<file path="config.mk">
export PLATFORM = sky130hd
export DESIGN_NAME = key_event_decoder_flat
export DESIGN_NICKNAME = d
export VERILOG_FILES = /design/src/rtl/key_event_decoder_pkg.sv /design/src/rtl/key_event_decoder_if.sv /design/src/rtl/key_event_decoder_timer.sv /design/src/rtl/key_event_decoder.sv /design/src/flat_wrapper.sv
export SDC_FILE = /design/constraint.sdc
export NUM_CORES = 1
export LEC_CHECK = 0
export ABC_AREA = 1
export BUFFER_PORTS_ARGS = -buffer_cell sky130_fd_sc_hd__buf_2
export CAP_MARGIN = 40
export CORE_MARGIN = 2
export CORE_UTILIZATION = 43
export CTS_CLUSTER_DIAMETER = 150
export DETAILED_ROUTE_END_ITERATION = 7
export GPL_TIMING_DRIVEN = 0
export PLACE_DENSITY = 0.65
export REMOVE_ABC_BUFFERS = 1
export SYNTH_ARGS = -nofsm -noshare
export SYNTH_HDL_FRONTEND = slang
export SYNTH_SLANG_ARGS = --single-unit
</file>
<file path="constraint.sdc">
create_clock -name CLK -period 1.3 [get_ports CLK]
set_input_delay 0 -clock CLK [delete_from_list [all_inputs] [get_ports CLK]]
set_output_delay 0 -clock CLK [all_outputs]
set_load 0.01 [all_outputs]
</file>
<file path="src/rtl/key_event_decoder_pkg.sv">
// key_evt_pkg: shared state encodings and default thresholds for key_event_decoder.
package key_evt_pkg;
  localparam int CNT_W_DEF     = 12;
  localparam int LONG_MS_DEF   = 1000;
  localparam int REPEAT_MS_DEF = 200;
  localparam int DBL_MS_DEF    = 300;
  typedef enum logic [4:0] {
    IDLE      = 5'b00001,
    PRESSED   = 5'b00010,
    LONG_HELD = 5'b00100,
    WAIT_DBL  = 5'b01000,
    SECOND    = 5'b10000
  } state_t;
endpackage

</file>
<file path="src/rtl/key_event_decoder_if.sv">
// key_event_decoder_if: debounced key inputs, 1 kHz tick and decoded key pulses.
interface key_event_decoder_if;
  logic TICK;
  logic KEY_FLAG;
  logic KEY_STATE;
  logic SHORT_PULSE;
  logic LONG_PULSE;
  logic REPEAT_PULSE;
  logic DOUBLE_PULSE;
  logic KEY_HELD;
  modport master (
    output TICK, KEY_FLAG, KEY_STATE,
    input  SHORT_PULSE, LONG_PULSE, REPEAT_PULSE, DOUBLE_PULSE, KEY_HELD
  );
  modport slave (
    input  TICK, KEY_FLAG, KEY_STATE,
    output SHORT_PULSE, LONG_PULSE, REPEAT_PULSE, DOUBLE_PULSE, KEY_HELD
  );
endinterface

</file>
<file path="src/rtl/key_event_decoder_timer.sv">
// evt_timer: tick counter with clear; hit flags the tick that reaches the threshold.
module evt_timer
  import key_evt_pkg::*;
#(
  parameter int CNT_W = CNT_W_DEF
) (
  input  logic             CLK,
  input  logic             nRST,
  input  logic             clr,
  input  logic             TICK,
  input  logic [CNT_W-1:0] threshold,
  output logic [CNT_W-1:0] count,
  output logic             hit
);
  assign hit = TICK & (count == threshold - 1'b1);
  always_ff @(posedge CLK or negedge nRST)
    if (!nRST) count <= '0;
    else if (clr) count <= '0;
    else if (TICK) count <= count + 1'b1;
endmodule

</file>
<file path="src/rtl/key_event_decoder.sv">
// key_event_decoder: turns debounced key edges into short/long/repeat pulses.
// Define KEY_DOUBLE_EN to add double-click detection (WAIT_DBL/SECOND states).
module key_event_decoder
  import key_evt_pkg::*;
#(
  parameter int LONG_MS   = LONG_MS_DEF,
  parameter int REPEAT_MS = REPEAT_MS_DEF,
  parameter int DBL_MS    = DBL_MS_DEF,
  parameter int CNT_W     = CNT_W_DEF
) (
  input logic CLK,
  input logic nRST,
  key_event_decoder_if.slave bus
);
  state_t state;
  logic [CNT_W-1:0] count, thr;
  logic hit, clr, press_ev, rel_ev;
  logic short_q, long_q, rep_q, held_q;
`ifdef KEY_DOUBLE_EN
  logic dbl_q;
`endif
  assign press_ev = bus.KEY_FLAG & ~bus.KEY_STATE;
  assign rel_ev   = bus.KEY_FLAG & bus.KEY_STATE;
  assign thr = state == LONG_HELD ? CNT_W'(REPEAT_MS) :
               state == WAIT_DBL  ? CNT_W'(DBL_MS)    : CNT_W'(LONG_MS);
  // Idle holds the counter at zero so every timed state starts from a clean count.
  assign clr = (state == IDLE) | hit | (rel_ev & (state != WAIT_DBL)) |
               (press_ev & (state == WAIT_DBL));
  evt_timer #(.CNT_W(CNT_W)) u_timer (
    .CLK       (CLK),
    .nRST      (nRST),
    .clr       (clr),
    .TICK      (bus.TICK),
    .threshold (thr),
    .count     (count),
    .hit       (hit)
  );
  count_bound: assert property (@(posedge CLK) disable iff (!nRST) count < thr);
  always_ff @(posedge CLK or negedge nRST)
    if (!nRST) begin
      state   <= IDLE;
      short_q <= 1'b0;
      long_q  <= 1'b0;
      rep_q   <= 1'b0;
      held_q  <= 1'b0;
`ifdef KEY_DOUBLE_EN
      dbl_q   <= 1'b0;
`endif
    end else begin
      short_q <= 1'b0;
      long_q  <= 1'b0;
      rep_q   <= 1'b0;
`ifdef KEY_DOUBLE_EN
      dbl_q   <= 1'b0;
`endif
      case (state)
        IDLE:
          if (press_ev) begin
            state  <= PRESSED;
            held_q <= 1'b1;
          end
        PRESSED:
          if (rel_ev) begin
            held_q <= 1'b0;
`ifdef KEY_DOUBLE_EN
            state  <= WAIT_DBL;
`else
            state   <= IDLE;
            short_q <= 1'b1;
`endif
          end else if (hit) begin
            state  <= LONG_HELD;
            long_q <= 1'b1;
          end
        LONG_HELD:
          if (rel_ev) begin
            state  <= IDLE;
            held_q <= 1'b0;
          end else if (hit) rep_q <= 1'b1;
`ifdef KEY_DOUBLE_EN
        WAIT_DBL:
          if (press_ev) state <= SECOND;
          else if (hit) begin
            state   <= IDLE;
            short_q <= 1'b1;
          end
        SECOND:
          if (rel_ev) begin
            state <= IDLE;
            dbl_q <= 1'b1;
          end else if (hit) begin
            state  <= LONG_HELD;
            long_q <= 1'b1;
            held_q <= 1'b1;
          end
`endif
        default: begin
          state  <= IDLE;
          held_q <= 1'b0;
        end
      endcase
    end
  assign bus.SHORT_PULSE  = short_q;
  assign bus.LONG_PULSE   = long_q;
  assign bus.REPEAT_PULSE = rep_q;
  assign bus.KEY_HELD     = held_q;
`ifdef KEY_DOUBLE_EN
  assign bus.DOUBLE_PULSE = dbl_q;
`else
  assign bus.DOUBLE_PULSE = 1'b0;
`endif
endmodule
</file>
<file path="src/flat_wrapper.sv">
// flat-port wrapper written by rule: the top's interface ports become plain ports
module key_event_decoder_flat import key_evt_pkg::*;
#(
  parameter int LONG_MS   = LONG_MS_DEF,
  parameter int REPEAT_MS = REPEAT_MS_DEF,
  parameter int DBL_MS    = DBL_MS_DEF,
  parameter int CNT_W     = CNT_W_DEF
)
  (CLK, nRST, bus_TICK, bus_KEY_FLAG, bus_KEY_STATE, bus_SHORT_PULSE, bus_LONG_PULSE, bus_REPEAT_PULSE, bus_DOUBLE_PULSE, bus_KEY_HELD);
  key_event_decoder_if bus_i ();
  input logic CLK;
  input logic nRST;
  input wire logic [$bits(bus_i.TICK)-1:0] bus_TICK;
  input wire logic [$bits(bus_i.KEY_FLAG)-1:0] bus_KEY_FLAG;
  input wire logic [$bits(bus_i.KEY_STATE)-1:0] bus_KEY_STATE;
  output wire logic [$bits(bus_i.SHORT_PULSE)-1:0] bus_SHORT_PULSE;
  output wire logic [$bits(bus_i.LONG_PULSE)-1:0] bus_LONG_PULSE;
  output wire logic [$bits(bus_i.REPEAT_PULSE)-1:0] bus_REPEAT_PULSE;
  output wire logic [$bits(bus_i.DOUBLE_PULSE)-1:0] bus_DOUBLE_PULSE;
  output wire logic [$bits(bus_i.KEY_HELD)-1:0] bus_KEY_HELD;
  assign bus_i.TICK = bus_TICK;
  assign bus_i.KEY_FLAG = bus_KEY_FLAG;
  assign bus_i.KEY_STATE = bus_KEY_STATE;
  assign bus_SHORT_PULSE = bus_i.SHORT_PULSE;
  assign bus_LONG_PULSE = bus_i.LONG_PULSE;
  assign bus_REPEAT_PULSE = bus_i.REPEAT_PULSE;
  assign bus_DOUBLE_PULSE = bus_i.DOUBLE_PULSE;
  assign bus_KEY_HELD = bus_i.KEY_HELD;
  key_event_decoder #(.LONG_MS(LONG_MS), .REPEAT_MS(REPEAT_MS), .DBL_MS(DBL_MS), .CNT_W(CNT_W)) u_core (.CLK(CLK), .nRST(nRST), .bus(bus_i));
endmodule
</file>
Yosys cells after proc, flatten, opt, wreduce, memory -nomap -nowiden
Index checks and enable logic that the tools add are counted.
W data, S select, Z words.
Operators by class
  add/sub/neg operators: 2
  eq/ne operators: 10
  muxes and demuxes: 18
  bitwise operators: 9
  reductions and logical operators: 4
Operator list (count)
  $mux W12: 3
  $mux W5: 4
  $pmux W5 S3: 1
  $add A12 B1 Y12 const B: 1
  $eq A12 B12 Y1: 1
  $sub A12 B1 Y12 const B: 1
  $mux W10: 1
  $mux W1: 8
  $ne A2 B1 Y1 const B: 3
  $and A1 B1 Y1: 5
  $eq A5 B1 Y1 const B: 1
  $eq A5 B2 Y1 const B: 1
  $eq A5 B3 Y1 const B: 1
  $eq A5 B4 Y1 const B: 1
  $ne A5 B4 Y1 const B: 1
  $ne A3 B1 Y1 const B: 1
  $or A1 B1 Y1: 3
  $reduce_and A3 Y1: 1
  $pmux W1 S2: 1
  $reduce_and A2 Y1: 1
  $reduce_bool A2 Y1: 1
  $reduce_or A2 Y1: 1
  $not A1 Y1: 1
Storage, ports and cells
  register bits after elaboration: 21
  input bits: 5
  output and inout port bits: 5
  word-level logic and storage cells: 49

Longest topological paths before layout
Gate-level depths: netlist (run 1).
  depth after elaboration: 10
  gate-level depth with buffers: 8
  gate-level depth less buffers: 8

By module
From an unflattened synthesis (run 1), not the netlist that was laid out.
Second synthesis, totals
  cell total of the unflattened synthesis: 217
  area total of the unflattened synthesis: 1422.6 µm²
Modules (own cells, without submodules)
  evt_timer: instances 1, cells an instance 178, area each 1088.5 µm²
  key_event_decoder: instances 1, cells an instance 39, area each 334.1 µm²

Least setup slack after synthesis (run 1)
OpenSTA, ideal clock, no wires.
  kind: reg2reg
  start: register u_core.u_timer.count[0]
  end: register u_core.u_timer.count[5]
  library setup time: 118 ps
  data arrival time: 1132 ps
  required time: 1182 ps
  path slack: 50 ps
  cell stages (with the launch flop): 9
  path buffers: 0
  period minus slack after synthesis: 1250 ps
  cells stage by stage: dfrtp_1 > ha_1 > nand2_2 > nor2_1 > nand2_1 > nor2_2 > nand2_2 > nand2_4 > nor2_1
On the way
  longest elaborated chain between the ends: 6
  elaborated cells on any way between the ends: 9
  classes of those cells: add/sub: 1; eq/ne: 1; mux: 2; bitwise: 4; reduce/logical: 1
RTL lines
  start, declared: line key_event_decoder_timer.sv:12  | output logic [CNT_W-1:0] count,
  start signal, assigned: line key_event_decoder_timer.sv:19  | else if (TICK) count <= count + 1'b1;
  parallel branches: the longest is 6 deep, another holds $add A12 B1 Y12
Several ways; the timed one is not identified. The select of a mux whose other input is x is not followed.
A chain may end at the register's enable or synchronous reset.

Worst setup path in the final report (run 1)
  start: register u_core.u_timer.count[0]
  end: register u_core.u_timer.count[6]
The elaborated chain is that of the path after synthesis.

==> summary.md, run 1 <==
| Metric | Value |
|---|---|
| Outcome | finished, violations left |
| Failing checks | negative setup slack |
| Htree depth | 1 |
| Final hold vios | 0 |
| Post-synthesis sequential area ratio | 0.471 |
| R2r setup slk | -0.002 ns |
| Leakage Power | 0.602 nW |
| CP Data Required Time | 1.49 ns |
| VDD IR max | 0.890 mV |
| Clk_skew | 0.00417 ns |
| Worst-path clk slew | 0.11 ns |
| DRC violations left | 0 |
| Clock Root Buffer | clkbuf_4 |
| Avg Cell Area, Syn | 7.67 um2 |
| Place WS | -0.116 ns |
| Die area | 2760 um2 |
| Clock latency on the worst-skew pair | 0.30 ns |
| Cell row count | 17 |
| #FFs+latches synth | 19 |
| Commonest non-fill, non-tap cells in the layout | nand2_1 (30), nor2_1 (20), dfrtp_1 (18) |
| Reg2reg path depth | 8 |
| N_diodes | 0 |
| Worst-path maximum fanout | 6 |
| Setup-failing EPs final | 1 |
| Initial DRC count | 12 |
| TritonCTS Buffers | 3 |
| RR Startpoint | u_core.u_timer.count[0] |
| Min Clock Period, post-route | 1.30 ns |
| Routed vias | 849 |
| Number of library cell types mapped by synthesis | 19 |
| Placed Instances | 166 |
| Final max-slew violation count | 0 |
| Synthesized cell area | 1010 um2 |
| Crit path launch | u_core.u_timer.count[0] |
| Layout cells sized above 1 | 0.305 |
| GRT Residual Overflow | 0 |
| Core area | 2210 um2 |
| Finished Layout Cells | 179 |
| Fmax | 0.768 GHz |
| Critical path class | reg2reg |
| Vias in the first global route | 781 |
| Cell count after synthesis | 132 |
| Per-cell routed wire length | 11.0 um |
| Final setup margin | -0.00161 ns |
| CP endpoint kind | flop |
| Hold path endpoint | u_core.u_timer.count[1] |
| Max-cap violations | 0 |
| Die Span Y | 52.5 um |
| RSZ-0062 raised after global routing | yes |
| FF-to-FF End | u_core.u_timer.count[6] |
| Area Overhead vs Synth | 23.6% |
| Final #Nets | 158 |
| Largest net degree at the start of global routing | 20 |
| Initial Util | 0.458 |
| Commonest non-fill, non-tap cell in the layout | nand2_1 |
| Worst EP arrival | 1.50 ns |
| CTS tree | done |
| Total Routing Usage GR | 0.162 |
| Final ANT Viol Nets | 0 |
| Hold Path Stages | 3 |
| Final period util | 1.00 |
| Global-route wire length before repair | 3260 um |
| Gpl congestion | 0.851 |
| Clk sinks | 19 |
| Pwr dens | 1380 nW/um2 |
| Buffers on Ports | 8 |
| Hold wc startpoint | bus_TICK |
| I/O Pins | 10 |
| Yosys warnings | 0 |
| WL final | 1970 um |
| Initial antenna violation count | 0 |
| DR pass1 iterations | 4 |
| Die W | 52.5 um |
| CP Launch Type | flop |
| DR vias/cell | 4.74 |
| Worst-case clock buffer depth | 2 |
| HP Class | in2reg |
| Post-DP HPWL | 1320 um |
## worst max-delay path by stage
stage,to,slack (ns),depth (start not counted)
2_1_floorplan,u_core.u_timer.count[5],0.05,8
3_3_place_gp,u_core.u_timer.count[7],-0.10,8
3_5_place_dp,u_core.u_timer.count[5],-0.12,8
4_1_cts,u_core.u_timer.count[8],-0.04,8
5_1_grt,u_core.u_timer.count[6],-0.07,8
6_report,u_core.u_timer.count[6],-0.002,8
## metal layers
metal,up-vias,GRT usage,part of all wire
met4,0,0.0385,0.0046
met5,-,0,0
met1,395,0.211,0.47
met3,2,0.0514,0.031
met2,10,0.258,0.50
li1,442,-,-
## cells in the mapped netlist (all sizes together)
cell / n / area [um2]
nand2: 36 / 150
nor2: 30 / 130
dfrtp: 18 / 450
inv: 16 / 60.1
nand3: 11 / 55.1
xor2: 5 / 43.8
a21oi: 4 / 20.0
buf: 2 / 15.0
nand4: 2 / 12.5
o21ai: 2 / 10.0
xnor2: 2 / 17.5
conb: 1 / 3.75
dfstp: 1 / 26.3
ha: 1 / 12.5
nor3: 1 / 5.00
## critical path, stage by stage (launching register included)
cell and delay, ns:
dfrtp_1 0.37, ha_2 0.19, nand2_2 0.06, nor2_1 0.09, nand2_1 0.09, nor2_4 0.12, nand2_4 0.10, nand2_4 0.11
nor2_1 0.05
## stage by stage
stage               area, um2  total power [mW]  hold WS [ns]  TNS [ns]   util
finish                   1250              1.72        0.0236  -0.00161  0.566
floorplan                 997              1.07        -0.296         0      -
CTS                      1180              1.58       0.00878    -0.313  0.532
detailed placement       1070              1.19       -0.0342     -1.17  0.485
global placement         1070              1.18       -0.0401     -1.03  0.485
global route             1250              1.86        0.0260    -0.802  0.566
## where the power goes
| part | internal (mW) | total (mW) | switching [mW] | leakage [nW] |
|---|---|---|---|---|
| clock | 0.115 | 0.301 | 0.186 | 0.0177 |
| combinational | 0.264 | 0.680 | 0.416 | 0.327 |
| sequential | 0.681 | 0.741 | 0.0602 | 0.258 |
| total | 1.06 | 1.72 | 0.662 | 0.602 |
## sequential cells by signal, indices dropped and copies added (netlist names)
signal                   flops
u_core.u_timer.count        12
u_core.state                 3
u_core.bus.KEY_HELD          1
u_core.bus.LONG_PULSE        1
u_core.bus.REPEAT_PULSE      1
u_core.bus.SHORT_PULSE       1
## cells by family (layout without fill, tap and decap cells)
| family | Yosys count | after routing | share of synthesized area |
|---|---|---|---|
| DFF | 19 | 19 | 0.471 |
| adders and majority gates | 1 | 1 | 0.0124 |
| and+or+nand+nor | 80 | 81 | 0.349 |
| AOI/OAI and AO/OA | 6 | 6 | 0.0297 |
| buffers and inverters | 18 | 36 | 0.0742 |
| other | 1 | 1 | 0.00370 |
| xor gates and xnor gates | 7 | 7 | 0.0606 |
## layout make-up
type                    instances  area [um2]
flip-flops and latches         19         477
clock inverters                 1        5.00
fillers                       211         961
clock buffers                   3        22.5
repair buffers                 16         108
well taps                      28        35.0
inverters                      16        60.1
multi-input cells              96         544
## timing repair
item / in CTS / in global routing
cloned: 1 / 0
pin swaps: 8 / 9
endpoints found under the hold margin: 22 / 0
hold buffers: 3 / 0
setup endpoints to repair: 15 / 16
gates resized for setup: 5 / 19
buffers inserted: 3 / 2
Power figures use the tool's default switching activity.
==> run 2, diff against run 1 <==
--- a/config.mk
+++ b/config.mk
@@ -8,12 +8,14 @@
 export ABC_AREA = 1
 export BUFFER_PORTS_ARGS = -buffer_cell sky130_fd_sc_hd__buf_2
 export CAP_MARGIN = 40
+export CELL_PAD_IN_SITES_DETAIL_PLACEMENT = 0
+export CELL_PAD_IN_SITES_GLOBAL_PLACEMENT = 1
 export CORE_MARGIN = 2
-export CORE_UTILIZATION = 43
+export CORE_UTILIZATION = 37
 export CTS_CLUSTER_DIAMETER = 150
 export DETAILED_ROUTE_END_ITERATION = 7
 export GPL_TIMING_DRIVEN = 0
-export PLACE_DENSITY = 0.65
+export PLACE_DENSITY = 0.74
 export REMOVE_ABC_BUFFERS = 1
 export SYNTH_ARGS = -nofsm -noshare
 export SYNTH_HDL_FRONTEND = slang
==> summary.md, run 2 (synthesized netlist as in run 1, its figures left out) <==
| Metric | Value |
|---|---|
| Fmax | 0.750 GHz (-2.4%) |
| Placed Instances | 168 (+1.2%) |
| Uppermost layer routed | met4 |
| Initial Util | 0.398 (-0.0598) |
| Finished Layout Cells | 182 (+1.7%) |
| Total Routing Usage GR | 0.131 (-0.0303) |
| Final setup margin | -0.0336 ns (-0.0320 ns) |
| Routed vias | 825 (-2.8%) |
| Largest register by flop count | u_core.u_timer.count |
| Filler cell count | 261 (+24%) |
| Clk sinks | 19 (unchanged) |
| Total negative setup slack | -0.229 ns (-0.228 ns) |
| CP Data Required Time | 1.50 ns (about the same) |
| Worst-path maximum fanout | 6 (unchanged) |
| Commonest non-fill, non-tap cell in the layout | nand2_1 |
| Post-DP HPWL | 1350 um (+2.2%) |
| Buffers on Ports | 8 (unchanged) |
| Worst-case clock buffer depth | 2 (unchanged) |
| Die W | 56.3 um (+7.2%) |
| CTS tree | done |
| Final Util | 0.500 (-0.0656) |
| VDD IR max | 1.01 mV (+13%) |
| Top delay family on crit path | simple AND/OR/NAND/NOR gates |
| GRT Residual Overflow | 0 (unchanged) |
| Commonest non-fill, non-tap cells in the layout | nand2_1 (30), nor2_1 (20), dfrtp_1 (18) |
| Area Overhead vs Synth | 25.7% |
| Outcome | finished, violations left |
| Hold slack | 0.152 ns (+0.128 ns) |
| Slowest stage delay, CP | 0.42 ns (+0.05 ns) |
| Vias in the first global route | 717 (-8.2%) |
| Critical path class | reg2reg |
| Final hold vios | 0 (unchanged) |
| Pwr dens | 1320 nW/um2 (-4.1%) |
| Max FFs per register | 12 (unchanged) |
| Met1 Routed Length | 1050 um (+13%) |
| WL final | 1980 um (+0.46%) |
| DR pass1 iterations | 4 (unchanged) |
| Per-cell routed wire length | 10.9 um (-1.2%) |
| Largest net degree at the start of global routing | 20 (unchanged) |
| Final #Nets | 159 (+0.63%) |
| Worst path most repeated cell | nand2_4 |
| Final ANT Viol Nets | 0 (unchanged) |
| Global-route wire length before repair | 3220 um (-1.3%) |
| N_diodes | 0 (unchanged) |
| Die area | 3170 um2 (+15%) |
| Slowest CP cell | dfrtp_1 |
| Cell row count | 18 (+1) |
| CP Buf/Inv Count | 0 (unchanged) |
| Leakage Power | 0.624 nW (+3.6%) |
| Clock Root Buffer | clkbuf_4 |
| Met3 routed WL | 82 um (+34%) |
| CP Launch Type | flop |
| I/O Pins | 10 (unchanged) |
| Min Clock Period, post-route | 1.33 ns (+0.0320 ns) |
| Routed wire length on met2 | 831 um (-15%) |
| HP Class | in2async |
| CP endpoint kind | flop |
| Htree depth | 1 (unchanged) |
| Max-cap violations | 0 (unchanged) |
| Clk_skew | 0.00507 ns (+0.000901 ns) |
| Initial antenna violation count | 0 (unchanged) |
| RSZ-0062 raised after global routing | yes |
| Worst-path clk slew | 0.11 ns (about the same) |
| DRC violations left | 0 (unchanged) |
| TritonCTS Buffers | 3 (unchanged) |
| Core area | 2540 um2 (+15%) |
| Top flop regs | u_core.u_timer.count: 12 flops, u_core.state: 3 flops |
| Critical-path cell list | ha_4 > nand2_4 > nor2_1 > nand2_1 > nor2_4 > nand2_4 > nand2_4 > nor2_1 |
| Final period util | 1.03 (+0.0246) |
| Failing checks | negative setup slack |
| Layout cells sized above 1 | 0.270 (-0.0349) |
| Final max-slew violation count | 0 (unchanged) |
| Setup-failing EPs final | 10 (+9) |
| Initial DRC count | 23 (+11) |
| Clock latency on the worst-skew pair | 0.30 ns (about the same) |
| Gpl congestion | 0.769 (-9.6%) |
| Die Span Y | 56.3 um (+7.2%) |
| Worst EP arrival | 1.53 ns (+0.03 ns) |
| DR vias/cell | 4.53 (-4.4%) |
-- run 2: cell count changes in the layout (fill, tap and decap cells not counted), sizes merged --
cell and change:
buf -1, dlygate4sd3 +2
-- run 2: layout make-up --
cell class                      instances  area, um2  share of cell area
Multi-Input combinational cell         96        551               0.433
Sequential cell                        19        477               0.375
Timing Repair Buffer                   17        120              0.0944
Inverter                               16       60.1              0.0472
Tap cell                               30       37.5              0.0295
Clock buffer                            3       22.5              0.0177
Clock inverter                          1       5.00             0.00393
-- run 2: report_power, final --
part / leakage (nW) / switching (mW) / total [mW] / internal (mW)
Combinational: 0.349 / 0.388 / 0.631 / 0.243
Clock: 0.0177 / 0.189 / 0.304 / 0.115
Sequential: 0.258 / 0.0645 / 0.744 / 0.680
Total: 0.624 / 0.642 / 1.68 / 1.04
-- run 2: path summary, 6_finish.rpt --
kind	from	endpoint	slack, ns	depth (start not counted)
worst min-delay path	nRST	u_core.u_timer.count[6]	0.15	2
worst min register to register	u_core.bus.KEY_HELD	u_core.bus.KEY_HELD	0.50	2
max in group asynchronous	nRST	u_core.state[0]	0.82	2
worst max register to register	u_core.u_timer.count[0]	u_core.u_timer.count[7]	-0.03	8
min in group CLK	u_core.bus.KEY_HELD	u_core.bus.KEY_HELD	0.50	2
worst max-delay path	u_core.u_timer.count[0]	u_core.u_timer.count[7]	-0.03	8
-- run 2: timing repair --
item                                   4_1_cts  5_1_grt
gates cloned                                 1        0
gates resized for setup                      5       16
pin swaps                                    7        5
setup endpoints to repair                   15       17
buffers inserted                             3        1
endpoints found under the hold margin       23        0
hold buffers                                 5        0
-- run 2: stage by stage --
stage / setup WS, ns / instance area, um2 / total power [mW]
6_report: -0.0336 / 1270 / 1.68
5_1_grt: -0.113 / 1270 / 1.80
4_1_cts: -0.0418 / 1200 / 1.59
3_5_place_dp: -0.125 / 1070 / 1.19
3_3_place_gp: -0.111 / 1070 / 1.19
2_1_floorplan: 0.0501 / 997 / 1.07
-- run 2: routing by layer --
layer  up-vias  global-route usage
li1        445                   -
met1       362               0.188
met2        16               0.183
met3         2              0.0484
met4         0              0.0408
met5         -                   0
==> run 3, diff against run 2 <==
--- a/config.mk
+++ b/config.mk
@@ -11,11 +11,13 @@
 export CELL_PAD_IN_SITES_DETAIL_PLACEMENT = 0
 export CELL_PAD_IN_SITES_GLOBAL_PLACEMENT = 1
 export CORE_MARGIN = 2
-export CORE_UTILIZATION = 37
+export CORE_UTILIZATION = 43
+export CTS_BUF_LIST = sky130_fd_sc_hd__clkbuf_8
 export CTS_CLUSTER_DIAMETER = 150
 export DETAILED_ROUTE_END_ITERATION = 7
 export GPL_TIMING_DRIVEN = 0
-export PLACE_DENSITY = 0.74
+export MAX_ROUTING_LAYER = met4
+export PLACE_DENSITY = 0.81
 export REMOVE_ABC_BUFFERS = 1
 export SYNTH_ARGS = -nofsm -noshare
 export SYNTH_HDL_FRONTEND = slang
==> constraint.sdc (replaced) <==
create_clock -name CLK -period 1.5 [get_ports CLK]
set_input_delay 0 -clock CLK [delete_from_list [all_inputs] [get_ports CLK]]
set_output_delay 0 -clock CLK [all_outputs]
set_load 0.01 [all_outputs]
==> summary.md, run 3 (synthesized netlist as in run 1, its figures left out) <==
| Metric | Value |
|---|---|
| Clk_skew | 0.00302 ns (-0.00205 ns) |
| CTS tree | done |
| Post-DP HPWL | 1320 um (-1.9%) |
| CP endpoint kind | flop |
| Critical-path cell list | ha_2 > nand2_2 > nor2_1 > nand2_1 > nor2_4 > nand2_4 > nand2_4 > nor2_1 |
| Die W | 52.5 um (-6.7%) |
| I/O Pins | 10 (unchanged) |
| Uppermost layer routed | met4 |
| Max-cap violations | 0 (unchanged) |
| CP Data Required Time | 1.64 ns (+0.14 ns) |
| Critical path class | reg2reg |
| Initial antenna violation count | 0 (unchanged) |
| WL final | 1890 um (-4.7%) |
| Commonest non-fill, non-tap cells in the layout | nand2_1 (32), nor2_1 (25), dfrtp_1 (18) |
| Leakage Power | 0.581 nW (-7.0%) |
| Worst EP arrival | 1.53 ns (about the same) |
| HP Class | in2reg |
| Worst-case clock buffer depth | 2 (unchanged) |
| Cell row count | 17 (-1) |
| Worst-path maximum fanout | 6 (unchanged) |
| Total Routing Usage GR | 0.163 (+0.0319) |
| Area Overhead vs Synth | 14.5% |
| Per-cell routed wire length | 10.9 um (+0.26%) |
| CP Launch Type | flop |
| Clock Root Buffer | clkbuf_8 |
| Slowest CP cell | dfrtp_1 |
| Initial Util | 0.458 (+0.0598) |
| Pwr dens | 1220 nW/um2 (-7.8%) |
| Layout cells sized above 1 | 0.166 (-0.104) |
| N_diodes | 0 (unchanged) |
| Buffers on Ports | 8 (unchanged) |
| DR pass1 iterations | 4 (unchanged) |
| CP Buf/Inv Count | 0 (unchanged) |
| Core area | 2210 um2 (-13%) |
| Final Util | 0.524 (+0.0238) |
| Largest register by flop count | u_core.u_timer.count |
| TritonCTS Buffers | 3 (unchanged) |
| Top flop regs | u_core.u_timer.count: 12 flops, u_core.state: 3 flops |
| Slowest stage delay, CP | 0.39 ns (-0.03 ns) |
| Final setup margin | 0.114 ns (+0.147 ns) |
| Clock latency on the worst-skew pair | 0.25 ns (-0.05 ns) |
| Worst-path clk slew | 0.07 ns (-0.04 ns) |
| Gpl congestion | 0.776 (+0.82%) |
| Clk sinks | 19 (unchanged) |
| Final hold vios | 0 (unchanged) |
| Final max-slew violation count | 0 (unchanged) |
| DRC violations left | 0 (unchanged) |
| Outcome | finished, final reports clean |
| Total negative setup slack | 0 ns (+0.229 ns) |
| Register area | 477 um2 (unchanged) |
| Max FFs per register | 12 (unchanged) |
| Die area | 2760 um2 (-13%) |
| Multi-input gate area | 484 um2 (-12%) |
| Place WS | 0.0556 ns (+0.180 ns) |
| DR vias/cell | 4.59 (+1.2%) |
| Placed Instances | 166 (-1.2%) |
| RSZ-0062 raised after global routing | no |
| Met3 routed WL | 34 um (-59%) |
| Largest net degree at the start of global routing | 20 (unchanged) |
| Global-route wire length before repair | 3220 um (+0.22%) |
| Filler cell count | 237 (-9.2%) |
| Routed vias | 794 (-3.8%) |
| Setup-failing EPs final | 0 (-10) |
| Min Clock Period, post-route | 1.39 ns (+0.0529 ns) |
| Commonest non-fill, non-tap cell in the layout | nand2_1 |
| Final ANT Viol Nets | 0 (unchanged) |
| Met1 Routed Length | 965 um (-7.7%) |
| Final period util | 0.924 (-0.101) |
| Die Span Y | 52.5 um (-6.7%) |
| GRT Residual Overflow | 0 (unchanged) |
| Routed wire length on met2 | 869 um (+4.6%) |
| Fmax | 0.721 GHz (-3.8%) |
| Post-route total power | 1.41 mW (-16%) |
| Top delay family on crit path | simple AND/OR/NAND/NOR gates |
| Finished Layout Cells | 173 (-4.9%) |
| Vias in the first global route | 744 (+3.8%) |
| Htree depth | 1 (unchanged) |
| Initial DRC count | 11 (-52%) |
| VDD IR max | 0.752 mV (-25%) |
| Final #Nets | 152 (-4.4%) |
-- run 3: cell types whose count changed in the layout (fill, tap and decap cells not counted), sizes merged --
cell,before,now
clkinv,1,0
buf,12,9
inv,16,17
dlygate4sd3,5,1
-- run 3: tightest hold or removal path: stages --
cell	delay (ns)
buf_2	0.11
nand2_1	0.09
nor2_1	0.05
-- run 3: timing repair --
item	in CTS	in global routing
setup endpoints to repair	0	12
endpoints found under the hold margin	18	0
resized for setup	0	4
buffers inserted	0	1
hold buffers	1	0
-- run 3: routing by layer --
layer	vias up	GRT usage
li1	429	-
met1	356	0.197
met2	7	0.273
met3	2	0.0343
met4	0	0.0513
met5	-	-
-- run 3: final timing paths --
path	startpoint	to	slack, ns	cells after the start
worst min register to register	u_core.bus.KEY_HELD	u_core.bus.KEY_HELD	0.48	2
min in group asynchronous	nRST	u_core.u_timer.count[8]	0.21	2
worst max register to register	u_core.u_timer.count[0]	u_core.u_timer.count[5]	0.11	8
worst max-delay path	u_core.u_timer.count[0]	u_core.u_timer.count[5]	0.11	8
worst min-delay path	bus_KEY_FLAG	u_core.bus.SHORT_PULSE	0.04	3
max in group asynchronous	nRST	u_core.state[0]	0.96	2
-- run 3: area by class of cell --
type                    instances  area share
repair buffers                 10      0.0497
flip-flops and latches         19       0.411
multi-input cells              96       0.418
well taps                      28      0.0302
clock buffers                   3      0.0356
clock inverters                 1     0.00324
inverters                      16      0.0518
-- run 3: where the power goes --
group,total (mW),internal (mW),switching (mW)
Clock,0.346,0.182,0.164
Sequential,0.641,0.590,0.0517
Combinational,0.423,0.147,0.276
-- run 3: per-stage QoR --
step	instance area, um2	hold WS (ns)
floorplan	997	-0.296
global placement	1070	-0.0387
detailed placement	1070	-0.0316
CTS	1130	0.0408
global route	1160	0.0725
finish	1160	0.0401
